==> src/rtl/uart_pkg.sv <==
// Shared UART definitions: trigger-level encodings, FIFO entry sizing and
// default character-timeout length.
package uart_pkg;

  localparam int unsigned STATUS_W           = 2;
  localparam int unsigned TOUT_TICKS_DEFAULT = 640;

  typedef enum logic [1:0] {
    TRIG_ONE       = 2'b00,
    TRIG_QUARTER   = 2'b01,
    TRIG_HALF      = 2'b10,
    TRIG_NEAR_FULL = 2'b11
  } trig_lvl_e;

  // Stored entry is {pe, fe, data}.
  function automatic int unsigned entry_w(input int unsigned data_w);
    return data_w + STATUS_W;
  endfunction

endpackage

==> src/rtl/uart_rx_fifo_mem.sv <==
// Plain register array: synchronous write, asynchronous read. Contents are
// not reset.
module uart_rx_fifo_mem #(
  parameter int unsigned DEPTH = 16,
  parameter int unsigned WIDTH = 10
) (
  input  logic                     clk,
  input  logic                     wr_en,
  input  logic [$clog2(DEPTH)-1:0] waddr,
  input  logic [WIDTH-1:0]         wdata,
  input  logic [$clog2(DEPTH)-1:0] raddr,
  output logic [WIDTH-1:0]         rdata
);

  logic [WIDTH-1:0] mem_q [DEPTH];

  always_ff @(posedge clk) begin
    if (wr_en) mem_q[waddr] <= wdata;
  end

  assign rdata = mem_q[raddr];

endmodule

==> src/rtl/uart_rx_fifo.sv <==
// UART receive FIFO with show-ahead read, sticky overrun and trigger-level
// interrupt. Define UART_RX_FIFO_TIMEOUT_EN to add the character timeout.
module uart_rx_fifo
  import uart_pkg::*;
#(
  parameter int unsigned DEPTH      = 16,
  parameter int unsigned DATA_W     = 8,
  parameter int unsigned TOUT_TICKS = TOUT_TICKS_DEFAULT
) (
  input  logic                       sys_clk,
  input  logic                       rst_b,
  input  logic                       receive_fifo_wr_vld,
  input  logic [DATA_W-1:0]          receive_fifo_wdata,
  input  logic                       receive_fifo_fe,
  input  logic                       receive_fifo_pe,
  input  logic                       reg_fifo_rd,
  input  logic                       reg_fifo_lsr_read,
  input  logic                       reg_fifo_clr,
  input  logic [1:0]                 reg_fifo_trig_lvl,
  input  logic                       receive_clk_en,
  output logic [DATA_W-1:0]          fifo_reg_rdata,
  output logic                       fifo_reg_fe,
  output logic                       fifo_reg_pe,
  output logic                       fifo_reg_rbr_vld,
  output logic                       fifo_reg_oe,
  output logic [$clog2(DEPTH):0]     fifo_reg_count,
  output logic                       fifo_ctrl_trig_int,
  output logic                       fifo_ctrl_tout_int
);

  localparam int unsigned AW = $clog2(DEPTH);
  localparam int unsigned PW = AW + 1;
  localparam int unsigned EW = entry_w(DATA_W);

  logic [PW-1:0] wptr_q, wptr_d, rptr_q, rptr_d, count_q, count_d;
  logic          oe_q, oe_d;
  logic          empty, full, push_ok, pop_ok, drop;
  logic [EW-1:0] wr_entry, rd_entry;
  logic [PW-1:0] trig_level;

  assign empty   = (wptr_q == rptr_q);
  assign full    = (wptr_q[AW-1:0] == rptr_q[AW-1:0]) && (wptr_q[AW] != rptr_q[AW]);
  assign pop_ok  = reg_fifo_rd && !empty && !reg_fifo_clr;
  // A pop in the same cycle frees the slot, so a push at full is still taken.
  assign push_ok = receive_fifo_wr_vld && (!full || reg_fifo_rd) && !reg_fifo_clr;
  assign drop    = receive_fifo_wr_vld && full && !reg_fifo_rd && !reg_fifo_clr;

  assign wr_entry = {receive_fifo_pe, receive_fifo_fe, receive_fifo_wdata};

  uart_rx_fifo_mem #(
    .DEPTH (DEPTH),
    .WIDTH (EW)
  ) u_mem (
    .clk   (sys_clk),
    .wr_en (push_ok),
    .waddr (wptr_q[AW-1:0]),
    .wdata (wr_entry),
    .raddr (rptr_q[AW-1:0]),
    .rdata (rd_entry)
  );

  always_comb begin
    wptr_d = wptr_q;
    rptr_d = rptr_q;
    oe_d   = oe_q;
    if (reg_fifo_clr) begin
      wptr_d = '0;
      rptr_d = '0;
    end else begin
      if (push_ok) wptr_d = wptr_q + PW'(1);
      if (pop_ok)  rptr_d = rptr_q + PW'(1);
    end
    if (drop)                   oe_d = 1'b1;
    else if (reg_fifo_lsr_read) oe_d = 1'b0;
    count_d = wptr_d - rptr_d;
  end

  always_ff @(posedge sys_clk or negedge rst_b) begin
    if (!rst_b) begin
      wptr_q  <= '0;
      rptr_q  <= '0;
      count_q <= '0;
      oe_q    <= 1'b0;
    end else begin
      wptr_q  <= wptr_d;
      rptr_q  <= rptr_d;
      count_q <= count_d;
      oe_q    <= oe_d;
    end
  end

  always_comb begin
    trig_level = PW'(1);
    case (trig_lvl_e'(reg_fifo_trig_lvl))
      TRIG_ONE:       trig_level = PW'(1);
      TRIG_QUARTER:   trig_level = PW'(DEPTH / 4);
      TRIG_HALF:      trig_level = PW'(DEPTH / 2);
      TRIG_NEAR_FULL: trig_level = PW'(DEPTH - 2);
    endcase
  end

  // Head is forced to zero when empty so stale memory never leaks out.
  assign {fifo_reg_pe, fifo_reg_fe, fifo_reg_rdata} = empty ? '0 : rd_entry;
  assign fifo_reg_rbr_vld   = !empty;
  assign fifo_reg_oe        = oe_q;
  assign fifo_reg_count     = count_q;
  assign fifo_ctrl_trig_int = (count_q >= trig_level);

`ifdef UART_RX_FIFO_TIMEOUT_EN
  localparam int unsigned TW = 10;

  logic [TW-1:0] tout_cnt_q, tout_cnt_d;

  // Idle counter, saturating at the timeout length.
  always_comb begin
    tout_cnt_d = tout_cnt_q;
    if (reg_fifo_clr || push_ok || pop_ok || empty) begin
      tout_cnt_d = '0;
    end else if (receive_clk_en && (tout_cnt_q != TW'(TOUT_TICKS))) begin
      tout_cnt_d = tout_cnt_q + TW'(1);
    end
  end

  always_ff @(posedge sys_clk or negedge rst_b) begin
    if (!rst_b) tout_cnt_q <= '0;
    else        tout_cnt_q <= tout_cnt_d;
  end

  assign fifo_ctrl_tout_int = (tout_cnt_q == TW'(TOUT_TICKS));
`else
  logic unused_tout;
  assign unused_tout        = receive_clk_en ^ (TOUT_TICKS == 0);
  assign fifo_ctrl_tout_int = 1'b0;
`endif

endmodule

==> config.mk <==
export PLATFORM = sky130hd
export DESIGN_NAME = uart_rx_fifo
export DESIGN_NICKNAME = d
export VERILOG_FILES = /design/src/rtl/uart_pkg.sv /design/src/rtl/uart_rx_fifo_mem.sv /design/src/rtl/uart_rx_fifo.sv
export SDC_FILE = /design/constraint.sdc
export NUM_CORES = 1
export LEC_CHECK = 0
export ABC_AREA = 1
export BUFFER_PORTS_ARGS = -buffer_cell sky130_fd_sc_hd__buf_2
export CORE_MARGIN = 2
export CORE_UTILIZATION = 44
export DETAILED_ROUTE_END_ITERATION = 12
export GPL_ROUTABILITY_DRIVEN = 0
export MAX_ROUTING_LAYER = met4
export SLEW_MARGIN = 20
export SYNTH_ARGS = -nofsm -noshare
export SYNTH_HDL_FRONTEND = slang
export SYNTH_SLANG_ARGS = --single-unit
==> constraint.sdc <==
create_clock -name sys_clk -period 2.25 [get_ports sys_clk]
set_input_delay 0.45 -clock sys_clk [delete_from_list [all_inputs] [get_ports sys_clk]]
set_output_delay 0.45 -clock sys_clk [all_outputs]
set_load 0.005 [all_outputs]
==> results by group <==
Status
  – Status: finished, violations left
  – Violated checks: setup timing

Detailed routing
  – Via/cell ratio: 5.57
  – Drt drc: 0
  – DR vias: 5392
  – Final ANT Viol Nets: 0
  – DR iter-0 viols: 586
  – DR WL/cell: 21.2 um
  – Total Wirelength: 20500 um
  – DRT Pass-1 Iters: 6

Critical path
  – Worst setup path class: reg2out
  – Critical Path Source: rptr_q[0]$_DFF_PN0_
  – Critical path destination: fifo_reg_rdata[2]
  – Crit-path max FO: 12
  – Crit path required time: 1.80 ns
  – Reg-to-reg slack, setup: -0.20 ns
  – R2R cell count: 14
  – CP Launch Type: flop
  – Worst endpoint data arrival time: 2.18 ns
  – FF-to-FF End: fifo_reg_count[2]$_DFF_PN0_
  – RR Startpoint: rptr_q[0]$_DFF_PN0_
  – CP max-delay cell: dfrtp_2
  – Critical Path Max Stage Delay: ~0.44 ns
  – CP Capture Type: output port
  – Worst-path cell chain: inv_2, buf_12, buf_6, clkbuf_16, nor2_1, o221ai_1, nand3_1, a31oi_1, buf_2

STA
  – PnR worst setup slack: -0.378 ns
  – Setup-failing EPs final: 14
  – Slew Viols, Final: 0
  – FMAX: 381 MHz
  – Clock skew: 0.0117 ns
  – Tcrit/Tclk final: 117%
  – Final Critical Period: 2.63 ns
  – RSZ-0062 raised after global routing: true
  – Final hold violations: 0
  – Final TNS setup: -3.97 ns
  – Min Hold Slack: 0.206 ns

Cells and area
  – Area growth syn-to-layout: 31.3%
  – Layout Nets: ~770
  – Final instance area: approximately 10000 um2
  – Layout cells sized above 1: 31.8%
  – N_diodes: 0
  – Fillers: 1325

CTS
  – H-tree depth: 4
  – Clk sinks: 176
  – Num CTS Buffers: 17
  – Clk buf depth: 2
  – Root Driver: clkbuf_16
  – TritonCTS clock tree: done
  – Clk slew on worst S/H paths: ~0.070 ns
  – Clk Latency, worst-skew pair: 0.43 ns

Run
  – Max cap viols: 0

Logic synthesis
  – Mapped Avg Cell Area: about 12 um2
  – Synthesized area: 7460 um2
  – Mapped Cells: 608
  – Yosys reg bits: between 150 and 200
  – Mapped Nets: 641
  – Register area share after synthesis: 69.8%
  – Unique masters post-synth: 38
  – Ys Warns: 0

Floorplan
  – Die X: 134 um
  – Die height: 134 um
  – Ports: 38
  – Row cnt: 47
  – Die footprint: 18000 um2
  – Core area: 16600 um2
  – Initial Utilization: between 40% and 50%

Placement
  – Placed instance area: 8430 um2
  – PortBufs: 35
  – Post-place setup slack: -0.131 ns
  – Dpl hpwl: 11800 um

Global routing
  – Initial antenna violation count: 0
  – Largest net degree at the start of global routing: about 40
  – Global-route wire length before repair: slightly above 30000 um
  – Gr usage total: 23.7%
  – GRT overflow: 0
  – Vias in the first global route: around 5400

Worst hold path
  – HP Class: in2reg
  – Hold path depth: 2

Power
  – VDD IR max: 0.640 mV
  – Leak: roughly 0.0037 uW
  – Pwr/cell area: 766 nW/um2
synth_stat cells, drive strengths merged:
cell / instances / share of area [%]
xor2: 5 / 0.59
nand3: 19 / 1.7
a31oi: 11 / 0.92
dfrtp: 16 / 5.4
nor3b: 1 / 0.25
o22ai: 23 / 1.9
a21o: 1 / 0.10
a21boi: 1 / 0.10
o21a: 1 / 0.10
conb: 1 / 0.050
o221ai: 17 / 2.0
o211ai: 3 / 0.30
o32ai: 1 / 0.12
nor2: 116 / 6.2
nand2: 64 / 3.7
clkinv: 1 / 0.050
a211oi: 1 / 0.10
buf: 6 / 0.57
edfxtp: 160 / 64
o21ai: 82 / 5.5
nor3: 2 / 0.27
clkbuf: 27 / 1.4
nand4: 1 / 0.084
fa: 1 / 0.27
inv: 31 / 1.6
a21oi: 3 / 0.20
ha: 13 / 2.2
critical path, delay by kind of cell (launching register included):
kind,cells,cell delay [ns]
and+or+nand+nor,2,0.18
buffers and inverters,5,0.70
DFF,1,0.44
AOI/OAI and AO/OA,2,0.43
metrics by stage:
stage          instances  power, uW  utilization [%]
2_1_floorplan        608       4060                -
3_3_place_gp         909       4390             50.8
3_5_place_dp         909       4410             50.8
4_1_cts              962       7430             57.5
5_1_grt              968       7730             59.0
6_report             968       7500             59.0
cells by family (layout without fill, tap and decap cells):
kind of cell / count (synthesis) / count (layout) / share of synthesized area, %
and+or+nand+nor: 203 / 203 / 12.1
DFF: 176 / 176 / 69.8
AOI/OAI and AO/OA: 144 / 144 / 11.4
buffers and inverters: 65 / 205 / 3.61
adders and majority gates: 14 / 14 / 2.45
xor gates and xnor gates: 5 / 5 / 0.587
other: 1 / 1 / 0.0503
placed cells by master, fill, tap and decap left out, drive strengths merged, types with 2 or more instances in the layout:
cell type	netlist	final
nand2	64	64
nor3	2	2
o221ai	17	17
inv	31	40
a31oi	11	11
nor2	116	116
ha	13	13
xor2	5	5
clkbuf	27	21
buf	6	135
a21oi	3	3
nand3	19	19
dfrtp	16	16
clkinv	1	7
edfxtp	160	160
o21ai	82	82
o22ai	23	23
o211ai	3	3
sequential cells by signal, indices dropped and copies added, names as in the netlist:
| signal | cells |
|---|---|
| wptr_q | 5 |
| rptr_q | 5 |
| fifo_reg_oe | 1 |
| u_mem.mem_q | 160 |
| fifo_reg_count | 5 |
area by class of cell:
class,count,area [um2],share of cell area [%]
flip-flops and latches,176,5210,53.2
inverters,32,130,1.33
well taps,220,275,2.81
clock buffers,17,425,4.35
multi-input cells,367,2210,22.5
clock inverters,15,143,1.46
repair buffers,141,1400,14.3
repair_timing:
item | 4_1_cts | 5_1_grt
endpoints found under the hold margin | 16 | 0
resized for setup | 56 | 40
cloned | 8 | 4
pin swaps | 27 | 37
endpoints found under the setup margin | 14 | 15
setup buffers | 12 | 5
hold buffers | 1 | 0
power by group:
part	total [uW]	leakage, uW	switching, uW	internal (uW)
sequential	3620	0.00166	19.4	3600
clock	2840	0.000284	1370	1470
combinational	1030	0.00175	548	485
total	7500	0.00369	1930	5560
worst min-delay path by stage:
stage,startpoint,to
after floorplan,rst_b,fifo_reg_count[0]$_DFF_PN0_
after global placement,rst_b,fifo_reg_oe$_DFFE_PN0P_
after detailed placement,rst_b,fifo_reg_oe$_DFFE_PN0P_
after CTS,reg_fifo_lsr_read,fifo_reg_oe$_DFFE_PN0P_
after global routing,reg_fifo_lsr_read,fifo_reg_oe$_DFFE_PN0P_
final,reg_fifo_lsr_read,fifo_reg_oe$_DFFE_PN0P_
metal layers:
metal	wire length (um)	GRT usage, %	vias up
met2	10200	38.9	244
met4	539	8.71	0
met3	1440	4.91	43
met5	0	-	-
li1	-	-	2455
met1	8330	29.2	2650
No activity file was read; power rests on OpenSTA's default activity.
